<file path="src/rtl/mkgauss_ctrl.sv">
// Sequencer feeding the mkgauss discrete-Gaussian sampler: fetches PRNG words,
// issues paired r1/r2 beats, captures each sample and writes it to the coefficient RAM.
module mkgauss_ctrl #(
  parameter int unsigned LOGN_MAX = 10,
  parameter int unsigned TIMEOUT  = 2000
) (
  input  logic                clk,
  input  logic                rst_n,
  input  logic                start,
  input  logic [3:0]          logn,
  input  logic                prng_valid,
  input  logic [63:0]         prng_data,
  output logic                prng_ready,
  output logic                r1_valid,
  output logic                r2_valid,
  output logic [63:0]         r1,
  output logic [63:0]         r2,
  input  logic                val_valid,
  input  logic signed [31:0]  val,
  output logic                smp_we,
  output logic [LOGN_MAX-1:0] smp_addr,
  output logic [31:0]         smp_data,
  output logic                busy,
  output logic                done,
  output logic                err
);

  localparam int unsigned AW = LOGN_MAX;
  localparam int unsigned TW = $clog2(TIMEOUT + 1);
  localparam int unsigned WW = 64;
  localparam int unsigned DW = 32;

  typedef enum logic [3:0] {
    S_IDLE, S_FETCH, S_ISSUE_A, S_GAP, S_ISSUE_B, S_WAIT, S_WRITE, S_DRAIN, S_DONE
  } state_e;

  state_e               state_q, state_d;
  logic [1:0]           wcnt_q, wcnt_d;
  logic [3:0][WW-1:0]   wbuf_q, wbuf_d;
  logic [AW-1:0]        cnt_q, cnt_d;
  logic [AW-1:0]        last_q, last_d;
  logic [TW-1:0]        tmr_q, tmr_d;
  logic                 err_q, err_d;

  logic                 prng_ready_q, prng_ready_d;
  logic                 strb_q, strb_d;
  logic [WW-1:0]        r1_q, r1_d, r2_q, r2_d;
  logic                 smp_we_q, smp_we_d;
  logic [AW-1:0]        smp_addr_q, smp_addr_d;
  logic [DW-1:0]        smp_data_q, smp_data_d;
  logic                 busy_q, busy_d;
  logic                 done_q, done_d;

  logic [3:0]           lg_c;
  logic [AW:0]          n_c;

  // Next-state logic; outputs are derived from the next state so they register in step with it.
  always_comb begin
    state_d    = state_q;
    wcnt_d     = wcnt_q;
    wbuf_d     = wbuf_q;
    cnt_d      = cnt_q;
    last_d     = last_q;
    tmr_d      = tmr_q;
    err_d      = err_q;
    smp_data_d = '0;

    lg_c = (logn > 4'(LOGN_MAX)) ? 4'(LOGN_MAX) : logn;
    n_c  = (AW + 1)'(1) << lg_c;

    case (state_q)
      S_IDLE: begin
        if (start) begin
          last_d  = AW'(n_c - (AW + 1)'(1));
          cnt_d   = '0;
          wcnt_d  = '0;
          err_d   = 1'b0;
          state_d = S_FETCH;
        end
      end
      S_FETCH: begin
        if (prng_valid && prng_ready_q) begin
          wbuf_d[wcnt_q] = prng_data;
          wcnt_d         = wcnt_q + 2'd1;
          if (wcnt_q == 2'd3) state_d = S_ISSUE_A;
        end
      end
      S_ISSUE_A, S_GAP, S_ISSUE_B: begin
        // Any sample arriving before both beats are out is a protocol violation.
        if (val_valid) begin
          err_d   = 1'b1;
          state_d = S_DONE;
        end else begin
          case (state_q)
            S_ISSUE_A: state_d = S_GAP;
            S_GAP:     state_d = S_ISSUE_B;
            default: begin
              tmr_d   = '0;
              state_d = S_WAIT;
            end
          endcase
        end
      end
      S_WAIT: begin
        if (val_valid) begin
          smp_data_d = $unsigned(val);
          state_d    = S_WRITE;
        end else if (tmr_q == TW'(TIMEOUT - 1)) begin
          err_d   = 1'b1;
          state_d = S_DONE;
        end else begin
          tmr_d = tmr_q + TW'(1);
        end
      end
      S_WRITE: state_d = S_DRAIN;
      S_DRAIN: begin
        if (!val_valid) begin
          if (cnt_q == last_q) begin
            state_d = S_DONE;
          end else begin
            cnt_d   = cnt_q + AW'(1);
            state_d = S_FETCH;
          end
        end
      end
      S_DONE:  state_d = S_IDLE;
      default: state_d = S_IDLE;
    endcase

    prng_ready_d = (state_d == S_FETCH);
    strb_d       = (state_d == S_ISSUE_A) || (state_d == S_ISSUE_B);
    r1_d         = (state_d == S_ISSUE_A) ? wbuf_d[0] :
                   (state_d == S_ISSUE_B) ? wbuf_d[2] : '0;
    r2_d         = (state_d == S_ISSUE_A) ? wbuf_d[1] :
                   (state_d == S_ISSUE_B) ? wbuf_d[3] : '0;
    smp_we_d     = (state_d == S_WRITE);
    smp_addr_d   = (state_d == S_WRITE) ? cnt_d : '0;
    busy_d       = (state_d != S_IDLE);
    done_d       = (state_d == S_DONE);
  end

  always_ff @(posedge clk or negedge rst_n) begin
    if (!rst_n) begin
      state_q      <= S_IDLE;
      wcnt_q       <= '0;
      wbuf_q       <= '0;
      cnt_q        <= '0;
      last_q       <= '0;
      tmr_q        <= '0;
      err_q        <= 1'b0;
      prng_ready_q <= 1'b0;
      strb_q       <= 1'b0;
      r1_q         <= '0;
      r2_q         <= '0;
      smp_we_q     <= 1'b0;
      smp_addr_q   <= '0;
      smp_data_q   <= '0;
      busy_q       <= 1'b0;
      done_q       <= 1'b0;
    end else begin
      state_q      <= state_d;
      wcnt_q       <= wcnt_d;
      wbuf_q       <= wbuf_d;
      cnt_q        <= cnt_d;
      last_q       <= last_d;
      tmr_q        <= tmr_d;
      err_q        <= err_d;
      prng_ready_q <= prng_ready_d;
      strb_q       <= strb_d;
      r1_q         <= r1_d;
      r2_q         <= r2_d;
      smp_we_q     <= smp_we_d;
      smp_addr_q   <= smp_addr_d;
      smp_data_q   <= smp_data_d;
      busy_q       <= busy_d;
      done_q       <= done_d;
    end
  end

  assign prng_ready = prng_ready_q;
  assign r1_valid   = strb_q;
  assign r2_valid   = strb_q;
  assign r1         = r1_q;
  assign r2         = r2_q;
  assign smp_we     = smp_we_q;
  assign smp_addr   = smp_addr_q;
  assign smp_data   = smp_data_q;
  assign busy       = busy_q;
  assign done       = done_q;
  assign err        = err_q;

endmodule

</file>
<file path="config.mk">
export PLATFORM = sky130hd
export DESIGN_NAME = mkgauss_ctrl
export DESIGN_NICKNAME = d
export VERILOG_FILES = /design/src/rtl/mkgauss_ctrl.sv
export SDC_FILE = /design/constraint.sdc
export NUM_CORES = 1
export LEC_CHECK = 0
export ABC_AREA = 1
export BUFFER_PORTS_ARGS = -buffer_cell sky130_fd_sc_hd__buf_4
export CAP_MARGIN = 10
export CORE_ASPECT_RATIO = 1.75
export CORE_MARGIN = 1
export CORE_UTILIZATION = 45
export DETAILED_ROUTE_END_ITERATION = 12
export PLACE_DENSITY = 0.64
export SETUP_SLACK_MARGIN = 0.15
export SLEW_MARGIN = 25
export SYNTH_ARGS = -nofsm -noshare
export SYNTH_HDL_FRONTEND = slang
export SYNTH_SLANG_ARGS = --single-unit
</file>
<file path="constraint.sdc">
create_clock -name clk -period 2.4 [get_ports clk]
set_input_delay 0.24 -clock clk [delete_from_list [all_inputs] [get_ports clk]]
set_output_delay 0.24 -clock clk [all_outputs]
set_load 0.02 [all_outputs]
</file>
# --- After elaboration in Yosys (flattened, before gate mapping) ---
# Index checks and enable logic that the tools add are counted.
totals:
  regBits: 469
  wordCells: 104
  inputBits: 105
  out_inout_bits: 177
classes:
  n_addsub: 4
  order_cmp: 3
  n_mux: 40
  eq_ne: 23
  reduce_logical: 14
  n_shift: 1
ops:
  columns: ["cell", "count"]
  rows:
  - ["two-way mux 256 bit", 2]
  - ["two-way mux 64 bit", 5]
  - ["bitwise mux 256 bit", 1]
  - ["demux 64 bit (select 2 bit)", 1]
  - ["two-way mux 32 bit", 2]
  - ["two-way mux 11 bit", 4]
  - ["two-way mux 10 bit", 4]
  - ["two-way mux 4 bit", 9]
  - ["equality test 4 x 3 -> 1 bit, second input constant", 6]
  - ["case mux 4 bit (6 select lines)", 1]
  - ["case mux 11 bit (2 select lines)", 1]
  - ["case mux 10 bit (2 select lines)", 1]
  - ["inequality test 2 bit, second input constant", 8]
  - ["equality test 4 x 2 -> 1 bit, second input constant", 3]
  - ["adder 11 x 1 -> 11 bit, second input constant", 1]
  - ["equality test 11 bit, second input constant", 1]
  - ["adder 10 x 1 -> 10 bit, second input constant", 1]
  - ["equality test 10 bit", 1]
  - ["AND reduction 5 bit", 2]
  - ["left shift 1 x 4 -> 10 bit, first input constant", 1]
  - ["subtractor 10 x 1 -> 10 bit, second input constant", 1]
  - ["equality test 4 x 1 -> 1 bit, second input constant", 2]
  - ["case mux 3 bit (2 select lines)", 1]
  - ["equality test 4 bit, second input constant", 1]
  - ["19 further kinds", 25]

# --- Depth between registers and ports, before layout ---
# Gate-level depths: netlist (run 1).
logic_depth:
  ltp_word: 9
  ltp_mapped: 14
  depth_no_buf: 13

# --- Worst setup path after synthesis (run 1) ---
# Ideal clock, no wire load.
synth_path:
  path_kind: "flip-flop to flip-flop"
  startpoint: "register prng_ready_q (netlist: prng_ready)"
  endpoint: "register r2_q[48] (netlist: r2[48])"
  stages_incl_launch_ff: 12
  path_slack_ps: 567
  n_path_buf: 2
  required_time_ps: 2282
  t_arrival_ps: 1714
  setup_ps: 118
  synth_period_minus_slack_ps: 1833
  path_cell_list: "dfrtp_1 > nand2_1 > nor4_4 > inv_2 > nor2_2 > inv_2 > buf_2 > clkbuf_1 > nand2_1 > o21ai_1 > nand4_1 > nand2_1"
synth_rtl:
  columns: ["element", "line_no", "source"]
  rows:
  - ["from (decl)", "45", "logic prng_ready_q, prng_ready_d;"]
  - ["from (signal assigned)", "168", "prng_ready_q <= prng_ready_d;"]
  - ["to (signal assigned)", "171", "r2_q <= r2_d;"]
  - ["to (decl)", "47", "logic [WW-1:0] r1_q, r1_d, r2_q, r2_d;"]

==> results of run 1 <==
worst paths after layout:
| kind | slack [ns] | from | depth (start not counted) | to |
|---|---|---|---|---|
| setup / recovery | 0.27 | prng_ready$_DFF_PN0_ | 8 | r2[34]$_DFF_PN0_ |
| hold / removal | 0.02 | prng_data[63] | 3 | wbuf_q[255]$_DFF_PN0_ |
| setup reg to reg | 0.27 | prng_ready$_DFF_PN0_ | 8 | r2[34]$_DFF_PN0_ |
| hold reg to reg | 0.50 | wbuf_q[65]$_DFF_PN0_ | 2 | wbuf_q[65]$_DFF_PN0_ |
| max in group asynchronous | 1.31 | rst_n | 3 | wbuf_q[152]$_DFF_PN0_ |
| min in group asynchronous | 0.22 | rst_n | 2 | smp_addr[4]$_DFF_PN0_ |
cell type report:
cell class	instances	area (um^2)	area share, %
multi-input combinational	1256	5768	24.64
clock buffer	58	1254	5.355
clock inverter	21	299.0	1.277
sequential	469	11740	50.15
timing repair buffer	368	3177	13.57
tap	544	680.7	2.907
inverter	130	493.0	2.106
critical path, delay by kind of cell, from the launching register on:
family                 cells  cell delay (ns)
DFF                        1             0.41
AOI/OAI and AO/OA          1             0.34
buffers and inverters      2             0.56
and+or+nand+nor            5             0.70
registers in the layout (all words and copies together) (netlist names):
signal and cells:
r2 64, smp_we 1, tmr_q 11, state_q 4
r1_valid 1, prng_ready 1, smp_addr 10, smp_data 32
last_q 10, done 1, busy 1, wcnt_q 2
wbuf_q 256, r1 64, cnt_q 10, err 1
routing by layer:
metal	wire [um]	part of all wire (%)	global-route usage [%]	vias to the layer above
met5	0	0	0	-
met1	20050	39	28.44	7200
met3	2687	5.3	3.867	85
met2	26360	52	43.30	448
li1	-	-	-	7019
met4	1741	3.4	9.745	0
logic make-up (layout without fill, tap and decap cells):
logic type	after synthesis	after routing	share of synthesized area, %
AO/OA/AOI/OAI	307	307	8.432
AND/OR/NAND/NOR	934	934	21.50
buffers and inverters	258	577	5.682
flip-flops	469	469	63.53
XOR/XNOR	8	8	0.3793
adder cells (fa/ha/maj)	7	7	0.4741
power breakdown:
group / switching [mW] / internal (mW) / total (mW)
clock: 3.03 / 4.44 / 7.46
sequential: 0.811 / 10.1 / 11.0
combinational: 5.21 / 2.68 / 7.89
stage by stage:
stage	hold WS [ns]	util, %	instances	worst slack, ns
after global placement	0.2297	52.76	2719	0.1901
after CTS	0.001480	57.69	2838	0.1674
after detailed placement	0.2340	52.76	2719	0.1631
after global routing	0.03156	58.10	2846	0.1299
after floorplan	-0.05559	-	1983	0.5675
final	0.02411	58.10	2846	0.2737
what timing repair did:
| item | CTS | global route |
|---|---|---|
| hold buffers | 38 | 0 |
| endpoints found under the setup margin | 16 | 138 |
| gates resized for setup | 1 | 22 |
| cloned | 1 | 3 |
| endpoints found under the hold margin | 81 | 0 |
| pin swaps | 1 | 2 |
| setup buffers | 1 | 5 |
cell usage in the layout (no fill, tap or decap), drive strengths merged:
cell         instances
a21oi               16
a31oi                1
and2                 1
buf                327
bufinv               7
clkbuf              61
clkinv              12
dfrtp              469
dlygate4sd3         38
ha                   7
inv                132
nand2              677
nand3               35
nand3b               1
nand4              136
nor2                67
nor3                14
nor3b                1
nor4                 1
o211ai               4
o21a                 1
o21ai              281
o22ai                2
o31ai                2
or2                  1
xnor2                1
xor2                 7
==> results.sh, run 1 <==
export IMPL_die_area_mm2=0.04190
export IMPL_synth_area_top_cells="dfrtp_1 64%, nand2_1 14%, o21ai_0 5.5%, nand4_1 4.6%, inv_1 2.3%"
export IMPL_grt_max_degree=92
export IMPL_critical_path_max_stage_delay_ns=0.41
export IMPL_viasPerCell=5.183
export IMPL_synth_top_cell_by_area="dfrtp_1"
export IMPL_num_vias=14750
export IMPL_drc=0
export IMPL_ys_seq_elements=469
export IMPL_syn_to_final_growth_pct=26.73
export IMPL_critical_path_class="reg -> reg"
export IMPL_arrival_ns=2.62
export IMPL_critPathRequiredTime_ns=2.89
export IMPL_die_w_um=155.2
export IMPL_cp_start_kind="flop"
export IMPL_ys_flop_type="dfrtp_1"
export IMPL_synth_edf_count=0
export IMPL_cp_max_fo=74
export IMPL_final_cell_area_mm2=0.02341
export IMPL_cp_cell_sequence="nand2_1 > nor4_4 > buf_4 > nand2_4 > buf_4 > o21ai_0 > nand2_1 > nand2_1"
export IMPL_row_count=97
export IMPL_htreeDepth=2
export IMPL_cts_sinks=469
export IMPL_min_period_ns=2.126
export IMPL_critPathSlowestCell="dfrtp_1"
export IMPL_synth_nets=2095
export IMPL_ys_seq_area_share_pct=63.53
export IMPL_path_clk_slew_ns=0.07
export IMPL_grt_pass1_wl_mm=79.72
export IMPL_grt_pass1_vias=15130
export IMPL_die_y_um=270.0
export IMPL_ant_nets=0
export IMPL_num_antenna_cells=0
export IMPL_syn_avg_cell_area_um2=9.316
export IMPL_maxClockFrequency_mhz=470.3
export IMPL_min_path_type="in -> reg"
export IMPL_netlist_area_leader_share_pct=63.53
export IMPL_hpwlAfterDp_mm=31.10
export IMPL_p_leak_nw=12.33
export IMPL_groute_usage_overall_pct=24.12
export IMPL_io_buffers=281
export IMPL_place_gp_congestion=0.8958
export IMPL_syn_instance_count=1983
export IMPL_core_area_mm2=0.04029
export IMPL_finalMaxSlewViolations=0
export IMPL_cts_tree="built"
export IMPL_layout_drive_gt1_share_pct=19.42
export IMPL_relSlewSlack_pct=48.64
export IMPL_synth_most_common_cell="nand2_1"
export IMPL_outcome="completed"
export IMPL_peakVddDrop_mv=0.7720
export IMPL_drtPass1Iterations=5
export IMPL_hold_violations=0
export IMPL_wl_per_cell_um=17.86
export IMPL_grt_overflow_total=0
export IMPL_synthTopCellsByCount="676 x nand2_1, 469 x dfrtp_1, 204 x o21ai_0, 135 x nand4_1, 114 x inv_1"
export IMPL_worst_setup_path_end_kind="flop"
export IMPL_setup_tns_ns=0
export IMPL_fillers=3547
export IMPL_setup_violations=0
export IMPL_rsz0062_at_grt="true"
export IMPL_max_slew_worst_pin_slew_ns=0.7704
export IMPL_power_density_mw_per_mm2=1124
export IMPL_power_total_mw=26.31
export IMPL_fin_nets=2380
export IMPL_clockBufferDepth=3
export IMPL_critPathMostFrequentCell="nand2_1"
export IMPL_io_pins=282
export IMPL_initialDrtViolationCount=886
export IMPL_skew_ns=0.01249
export IMPL_worstSkewPairLatency_ns=0.56
export IMPL_synthArstFlopShare_pct=100.0
export IMPL_postRouteWirelength_mm=50.84
export IMPL_placed_area_mm2=0.02126
export IMPL_drv_cap=0
export IMPL_cts_root_buffer="clkbuf_16"
export IMPL_synth_warnings=0
export IMPL_antenna_found_initial=0
export IMPL_min_period_over_period_pct=88.60
export IMPL_synth_cell_type_count=32
export IMPL_syn_cell_area_mm2=0.01847
export IMPL_cts_made_buffers=43
export IMPL_start_util_pct=45.85
No activity file was read; power rests on OpenSTA's default activity.
==> run 2, diff against run 1 <==
--- a/config.mk
+++ b/config.mk
@@ -5,14 +5,14 @@
 export SDC_FILE = /design/constraint.sdc
 export NUM_CORES = 1
 export LEC_CHECK = 0
-export ABC_AREA = 1
 export BUFFER_PORTS_ARGS = -buffer_cell sky130_fd_sc_hd__buf_4
-export CAP_MARGIN = 10
+export CAP_MARGIN = 20
 export CORE_ASPECT_RATIO = 1.75
 export CORE_MARGIN = 1
 export CORE_UTILIZATION = 45
 export DETAILED_ROUTE_END_ITERATION = 12
-export PLACE_DENSITY = 0.64
+export PLACE_DENSITY = 0.63
+export RECOVER_POWER = 25
 export SETUP_SLACK_MARGIN = 0.15
 export SLEW_MARGIN = 25
 export SYNTH_ARGS = -nofsm -noshare
==> run 2 against run 1 <==
The run now ends with negative setup slack left. Critical path depth is 1 lower. Non-clock buffer count is 101 higher. Clock skew increased by 0.0087 ns. Critical path type unchanged. Hold slack gained 0.023 ns. Sequential cell count stayed put. Largest cell class unchanged. Synthesized cell count down 22%. Sequential power fell by 13%. First-iteration DRC count decreased by 14%.
==> results.sh, run 2 <==
export IMPL_r2r_worst_path_cells=7
export IMPL_synthArstFlopShare_pct=100.0
export IMPL_die_y_um=272.2
export IMPL_largest_register="wbuf_q"
export IMPL_fin_cells=2537
export IMPL_synth_cell_type_count=60
export IMPL_io_pins=282
export IMPL_synth_edf_count=0
export IMPL_setup_violations=2
export IMPL_wl_per_cell_um=20.27
export IMPL_cts_sinks=469
export IMPL_cts_tree="built"
export IMPL_peakVddDrop_mv=1.066
export IMPL_final_cell_area_mm2=0.02528
export IMPL_outcome="finished, violations left"
export IMPL_setup_ws_ns=-0.02823
export IMPL_row_count=98
export IMPL_grt_pass1_vias=14010
export IMPL_num_vias=13300
export IMPL_dp_cells=2332
export IMPL_syn_cell_area_mm2=0.01877
export IMPL_critical_path_class="reg -> reg"
export IMPL_largest_reg_flops=256
export IMPL_syn_instance_count=1547
export IMPL_netlist_area_leader_share_pct=62.54
export IMPL_grt_pass1_wl_mm=78.28
export IMPL_synth_warnings=0
export IMPL_start_util_pct=45.82
export IMPL_layout_common_cells="469 x dfrtp_1, 320 x buf_4, 218 x nand2_1"
export IMPL_drv_cap=0
export IMPL_worstSkewPairLatency_ns=0.56
export IMPL_synth_top_cell_by_area="dfrtp_1"
export IMPL_cp_max_fo=28
export IMPL_grt_max_degree=129
export IMPL_antenna_found_initial=1
export IMPL_synth_nets=1659
export IMPL_syn_to_final_growth_pct=34.70
export IMPL_ys_seq_area_share_pct=62.54
export IMPL_placed_area_mm2=0.02198
export IMPL_min_period_ns=2.428
export IMPL_synth_most_common_cell="dfrtp_1"
export IMPL_synthTopCellsByCount="469 x dfrtp_1, 223 x nand2_1, 137 x inv_1, 131 x mux2i_1, 92 x clkbuf_1"
export IMPL_syn_avg_cell_area_um2=12.13
export IMPL_viasPerCell=5.243
export IMPL_cp_start_kind="flop"
export IMPL_io_buffers=281
export IMPL_hold_path_depth=3
export IMPL_multi_input_area_mm2=0.006620
export IMPL_groute_usage_overall_pct=23.67
export IMPL_final_common_cell="dfrtp_1"
export IMPL_path_clk_slew_ns=0.06
export IMPL_ys_flop_type="dfrtp_1"
export IMPL_hpwlAfterDp_mm=30.13
export IMPL_finalMaxSlewViolations=0
export IMPL_cts_root_buffer="clkbuf_16"
export IMPL_drc=0
export IMPL_worst_setup_path_end_kind="flop"
export IMPL_fillers=3376
export IMPL_place_gp_congestion=0.8015
export IMPL_layout_drive_gt1_share_pct=31.42
export IMPL_clockBufferDepth=3
export IMPL_fin_nets=2062
export IMPL_min_path_type="in -> reg"
export IMPL_synth_area_top_cells="dfrtp_1 63%, mux2i_1 7.0%, nand2_1 4.5%, mux2_2 4.2%, o2bb2ai_1 3.0%"
export IMPL_violations="negative setup slack"
export IMPL_seq_area_mm2=0.01174
export IMPL_initialDrtViolationCount=758
export IMPL_grt_overflow_total=0
export IMPL_ant_nets=0
export IMPL_postRouteWirelength_mm=51.42
export IMPL_power_density_mw_per_mm2=1003
export IMPL_maxClockFrequency_mhz=411.8
export IMPL_rsz0062_at_grt="true"
export IMPL_cts_made_buffers=44
export IMPL_die_area_mm2=0.04256
export IMPL_p_leak_nw=13.99
export IMPL_ys_seq_elements=469
export IMPL_drtPass1Iterations=7
export IMPL_arrival_ns=2.87
export IMPL_core_area_mm2=0.04095
export IMPL_max_slew_worst_pin_slew_ns=1.455
export IMPL_skew_ns=0.02116
export IMPL_die_w_um=156.4
export IMPL_hold_violations=0
export IMPL_critPathRequiredTime_ns=2.84
export IMPL_relSlewSlack_pct=3.023
export IMPL_htreeDepth=2
export IMPL_min_period_over_period_pct=101.2
-- run 2: changes by cell type after synthesis, sizes merged, moves of 14 or more --
cell / previous run / this run
nand4: 136 / 67
o21ai: 281 / 24
buf: 50 / 20
and2: 1 / 42
mux2i: 0 / 131
nand3: 35 / 13
o2bb2ai: 0 / 64
o32ai: 0 / 65
nand2: 677 / 223
mux2: 0 / 70
nor2: 67 / 24
clkbuf: 78 / 92
-- run 2: where the power goes --
part           internal, mW  total (mW)  switching (mW)
registers              9.10        9.55           0.457
logic                  3.37        8.67            5.30
clock network          4.06        7.12            3.06
total                  16.5        25.3            8.82
-- run 2: repair_timing --
| action | CTS | global route |
|---|---|---|
| pin swaps | 6 | 2 |
| hold buffers | 98 | 0 |
| hold endpoints to repair | 342 | 0 |
| endpoints found under the setup margin | 114 | 204 |
| resized for setup | 44 | 48 |
| cloned | 4 | 8 |
| buffers inserted | 4 | 8 |
-- run 2: cell families (layout without fill, tap and decap cells) --
family / after synthesis / after routing / synth area share (%)
AOI/OAI and AO/OA: 196 / 196 / 9.281
xor gates and xnor gates: 16 / 16 / 0.7467
adders and majority gates: 7 / 7 / 0.4667
buffers and inverters: 249 / 688 / 5.234
DFF: 469 / 469 / 62.54
muxes: 201 / 201 / 11.19
other: 0 / 1 / 0
and+or+nand+nor: 409 / 409 / 10.55
-- run 2: worst paths after layout --
| path | start | slack [ns] | end |
|---|---|---|---|
| min | logn[2] | 0.05 | last_q[5]$_DFFE_PN0P_ |
| max reg2reg | state_q[2]$_DFF_PN0_ | -0.03 | r1[25]$_DFF_PN0_ |
| min in group asynchronous | rst_n | 0.56 | cnt_q[3]$_DFF_PN0_ |
| min reg2reg | wbuf_q[219]$_DFF_PN0_ | 0.47 | wbuf_q[219]$_DFF_PN0_ |
| max | state_q[2]$_DFF_PN0_ | -0.03 | r1[25]$_DFF_PN0_ |
| max in group asynchronous | rst_n | 0.39 | wbuf_q[163]$_DFF_PN0_ |
-- run 2: area by class of cell --
cell class | instances | share of cell area, %
inverter | 137 | 2.034
sequential | 469 | 46.43
multi-input combinational | 829 | 26.19
timing repair buffer | 469 | 16.75
tap | 550 | 2.722
antenna | 1 | 0.009900
clock inverter | 18 | 0.8118
clock buffer | 64 | 5.049
-- run 2: layer usage --
metal / wire length (um) / up-vias / GRT usage [%]
met5: 0 / - / 0
met4: 1477 / 0 / 7.766
met3: 2587 / 80 / 4.010
met2: 27700 / 354 / 43.56
met1: 19660 / 6751 / 27.56
li1: - / 6116 / -
-- run 2: critical path, cell delays in order, from the launching register on --
cell	delay, ns
dfrtp_1	0.42
buf_4	0.18
xor2_1	0.15
a22oi_2	0.24
nor2_1	0.07
or4b_4	0.66
buf_16	0.22
o32ai_1	0.32
-- run 2: metrics by stage --
step	util (%)	setup WS (ns)	hold WS [ns]	setup TNS, ns	total power, mW
floorplan	-	0.05829	-0.05559	0	13.55
CTS	60.68	0.009408	0.02626	0	24.70
detailed placement	53.67	-0.08650	0.2078	-0.9705	16.27
finish	61.72	-0.02823	0.04662	-0.03318	25.35
global route	61.72	-0.05289	0.04112	-1.056	26.46
global placement	53.67	0.001658	0.2044	0	16.14
==> run 3, diff against run 2 <==
--- a/config.mk
+++ b/config.mk
@@ -13,7 +13,7 @@
 export DETAILED_ROUTE_END_ITERATION = 12
 export PLACE_DENSITY = 0.63
 export RECOVER_POWER = 25
-export SETUP_SLACK_MARGIN = 0.15
+export SETUP_SLACK_MARGIN = 0.2
 export SLEW_MARGIN = 25
 export SYNTH_ARGS = -nofsm -noshare
 export SYNTH_HDL_FRONTEND = slang
==> run 3 against run 2 <==
The run now ends clean. Sequential power is essentially flat. Clock-buffer cell count is the same. Final area grew 0.47%. First-iteration DRC count shrank 18%. Routed wire length shrank 3.7%. Die area is the same. Cell count shrank 0.47%. Clock power shrank 5.1%. Global-route usage shrank 0.59 points. Hold slack gained 0.0067 ns. Non-clock buffer count shrank 8. Critical path type unchanged.
==> results.sh, run 3 (synthesis results as in run 2) <==
export IMPL_final_cell_area_mm2=0.02540
export IMPL_critical_path_class="reg -> reg"
export IMPL_peakVddDrop_mv=0.6435
export IMPL_cts_root_buffer="clkbuf_16"
export IMPL_grt_overflow_total=0
export IMPL_cp_start_kind="flop"
export IMPL_die_y_um=272.2
export IMPL_outcome="completed"
export IMPL_wl_per_cell_um=19.60
export IMPL_critPathRequiredTime_ns=2.82
export IMPL_drtPass1Iterations=5
export IMPL_max_slew_worst_pin_slew_ns=1.335
export IMPL_largest_reg_flops=256
export IMPL_cts_made_buffers=43
export IMPL_arrival_ns=2.81
export IMPL_place_gp_congestion=0.8365
export IMPL_worstSkewPairLatency_ns=0.55
export IMPL_p_leak_nw=13.91
export IMPL_min_path_type="in -> reg"
export IMPL_drv_cap=0
export IMPL_die_area_mm2=0.04256
export IMPL_cts_sinks=469
export IMPL_io_buffers=281
export IMPL_min_period_ns=2.397
export IMPL_htreeDepth=2
export IMPL_io_pins=282
export IMPL_grt_pass1_wl_mm=76.87
export IMPL_path_clk_slew_ns=0.06
export IMPL_hold_violations=0
export IMPL_setup_violations=0
export IMPL_drc=0
export IMPL_syn_to_final_growth_pct=35.33
export IMPL_final_common_cell="dfrtp_1"
export IMPL_largest_register="wbuf_q"
export IMPL_grt_pass1_vias=14300
export IMPL_start_util_pct=45.82
export IMPL_core_area_mm2=0.04095
export IMPL_postRouteWirelength_mm=49.50
export IMPL_cts_tree="built"
export IMPL_cp_max_fo=8
export IMPL_grt_max_degree=89
export IMPL_ant_nets=0
export IMPL_clockBufferDepth=3
export IMPL_antenna_found_initial=2
export IMPL_layout_drive_gt1_share_pct=32.44
export IMPL_rsz0062_at_grt="true"
export IMPL_placed_area_mm2=0.02203
export IMPL_hpwlAfterDp_mm=30.68
export IMPL_power_density_mw_per_mm2=992.8
export IMPL_skew_ns=0.01211
export IMPL_fin_nets=2053
export IMPL_setup_tns_ns=0
export IMPL_min_period_over_period_pct=99.86
export IMPL_worst_setup_path_end_kind="flop"
export IMPL_viasPerCell=5.267
export IMPL_num_vias=13300
export IMPL_finalMaxSlewViolations=0
export IMPL_maxClockFrequency_mhz=417.3
export IMPL_groute_usage_overall_pct=23.09
export IMPL_initialDrtViolationCount=625
export IMPL_layout_common_cells="467 x dfrtp_1, 311 x buf_4, 218 x nand2_1"
export IMPL_relSlewSlack_pct=10.98
export IMPL_die_w_um=156.4
export IMPL_row_count=98
[run 3: changes by cell type in the layout (fill, tap and decap cells not counted), sizes merged]
cell / delta
buf: -4
bufinv: -2
clkbuf: -4
clkinv: -4
diode: +1
inv: +1
[run 3: stage by stage]
step           power, mW  cells  setup WS, ns  hold slack, ns  util, %
3_3_place_gp       16.12   2333      -0.09784          0.1780    53.78
4_1_cts            23.50   2512      -0.01625         0.02709    59.86
2_1_floorplan      13.64   1547       0.05847        -0.05559        -
6_report           25.21   2525      0.003405         0.05330    62.01
5_1_grt            26.42   2525      -0.06480         0.07929    62.01
3_5_place_dp       16.28   2333       -0.1284          0.1713    53.79
[run 3: what timing repair did]
item	in CTS	in global routing
pin swaps	2	12
endpoints found under the hold margin	395	0
resized for setup	10	114
buffers inserted	4	5
hold buffers	98	0
cloned	0	6
setup endpoints to repair	131	154
[run 3: path summary, 6_finish.rpt]
kind | startpoint | end | slack (ns) | cells after the start
max | last_q[4]$_DFFE_PN0P_ | busy$_DFF_PN0_ | 0.003 | 6
min | logn[2] | last_q[5]$_DFFE_PN0P_ | 0.05 | 3
max reg2reg | last_q[4]$_DFFE_PN0P_ | busy$_DFF_PN0_ | 0.003 | 6
min reg2reg | wbuf_q[242]$_DFF_PN0_ | wbuf_q[242]$_DFF_PN0_ | 0.47 | 2
max in group asynchronous | rst_n | r1[1]$_DFF_PN0_ | 0.42 | 4
min in group asynchronous | rst_n | last_q[3]$_DFFE_PN0P_ | 0.52 | 2
[run 3: layer usage]
layer / routed length, um / share of wire (%) / GRT usage (%) / vias up
met2: 26360 / 53 / 42.15 / 329
met1: 19160 / 39 / 26.54 / 6775
met3: 2215 / 4.5 / 3.707 / 95
met5: 0 / 0 / 0 / -
li1: - / - / - / 6100
met4: 1757 / 3.5 / 9.443 / 0
[run 3: cell type report]
type                       count  area, um^2
clock inverter                13       107.6
sequential                   469       11740
clock buffer                  64        1295
tap                          550       688.2
fill                        3346       15560
inverter                     137       514.2
multi-input combinational    829        6852
timing repair buffer         461        4197
antenna                        2       5.005
[run 3: critical path, stage by stage, from the launching register on]
cell and delay (ns):
dfrtp_1 0.40, xor2_1 0.18, nor4_2 0.37, a211oi_2 0.12
or4b_4 0.52, buf_12 0.18, or4_4 0.50
[run 3: power by group]
part | leakage [nW] | internal, mW | switching [mW]
clock network | 0.699 | 3.85 | 2.91
logic | 6.78 | 3.45 | 5.42
registers | 6.43 | 9.10 | 0.475
total | 13.9 | 16.4 | 8.80
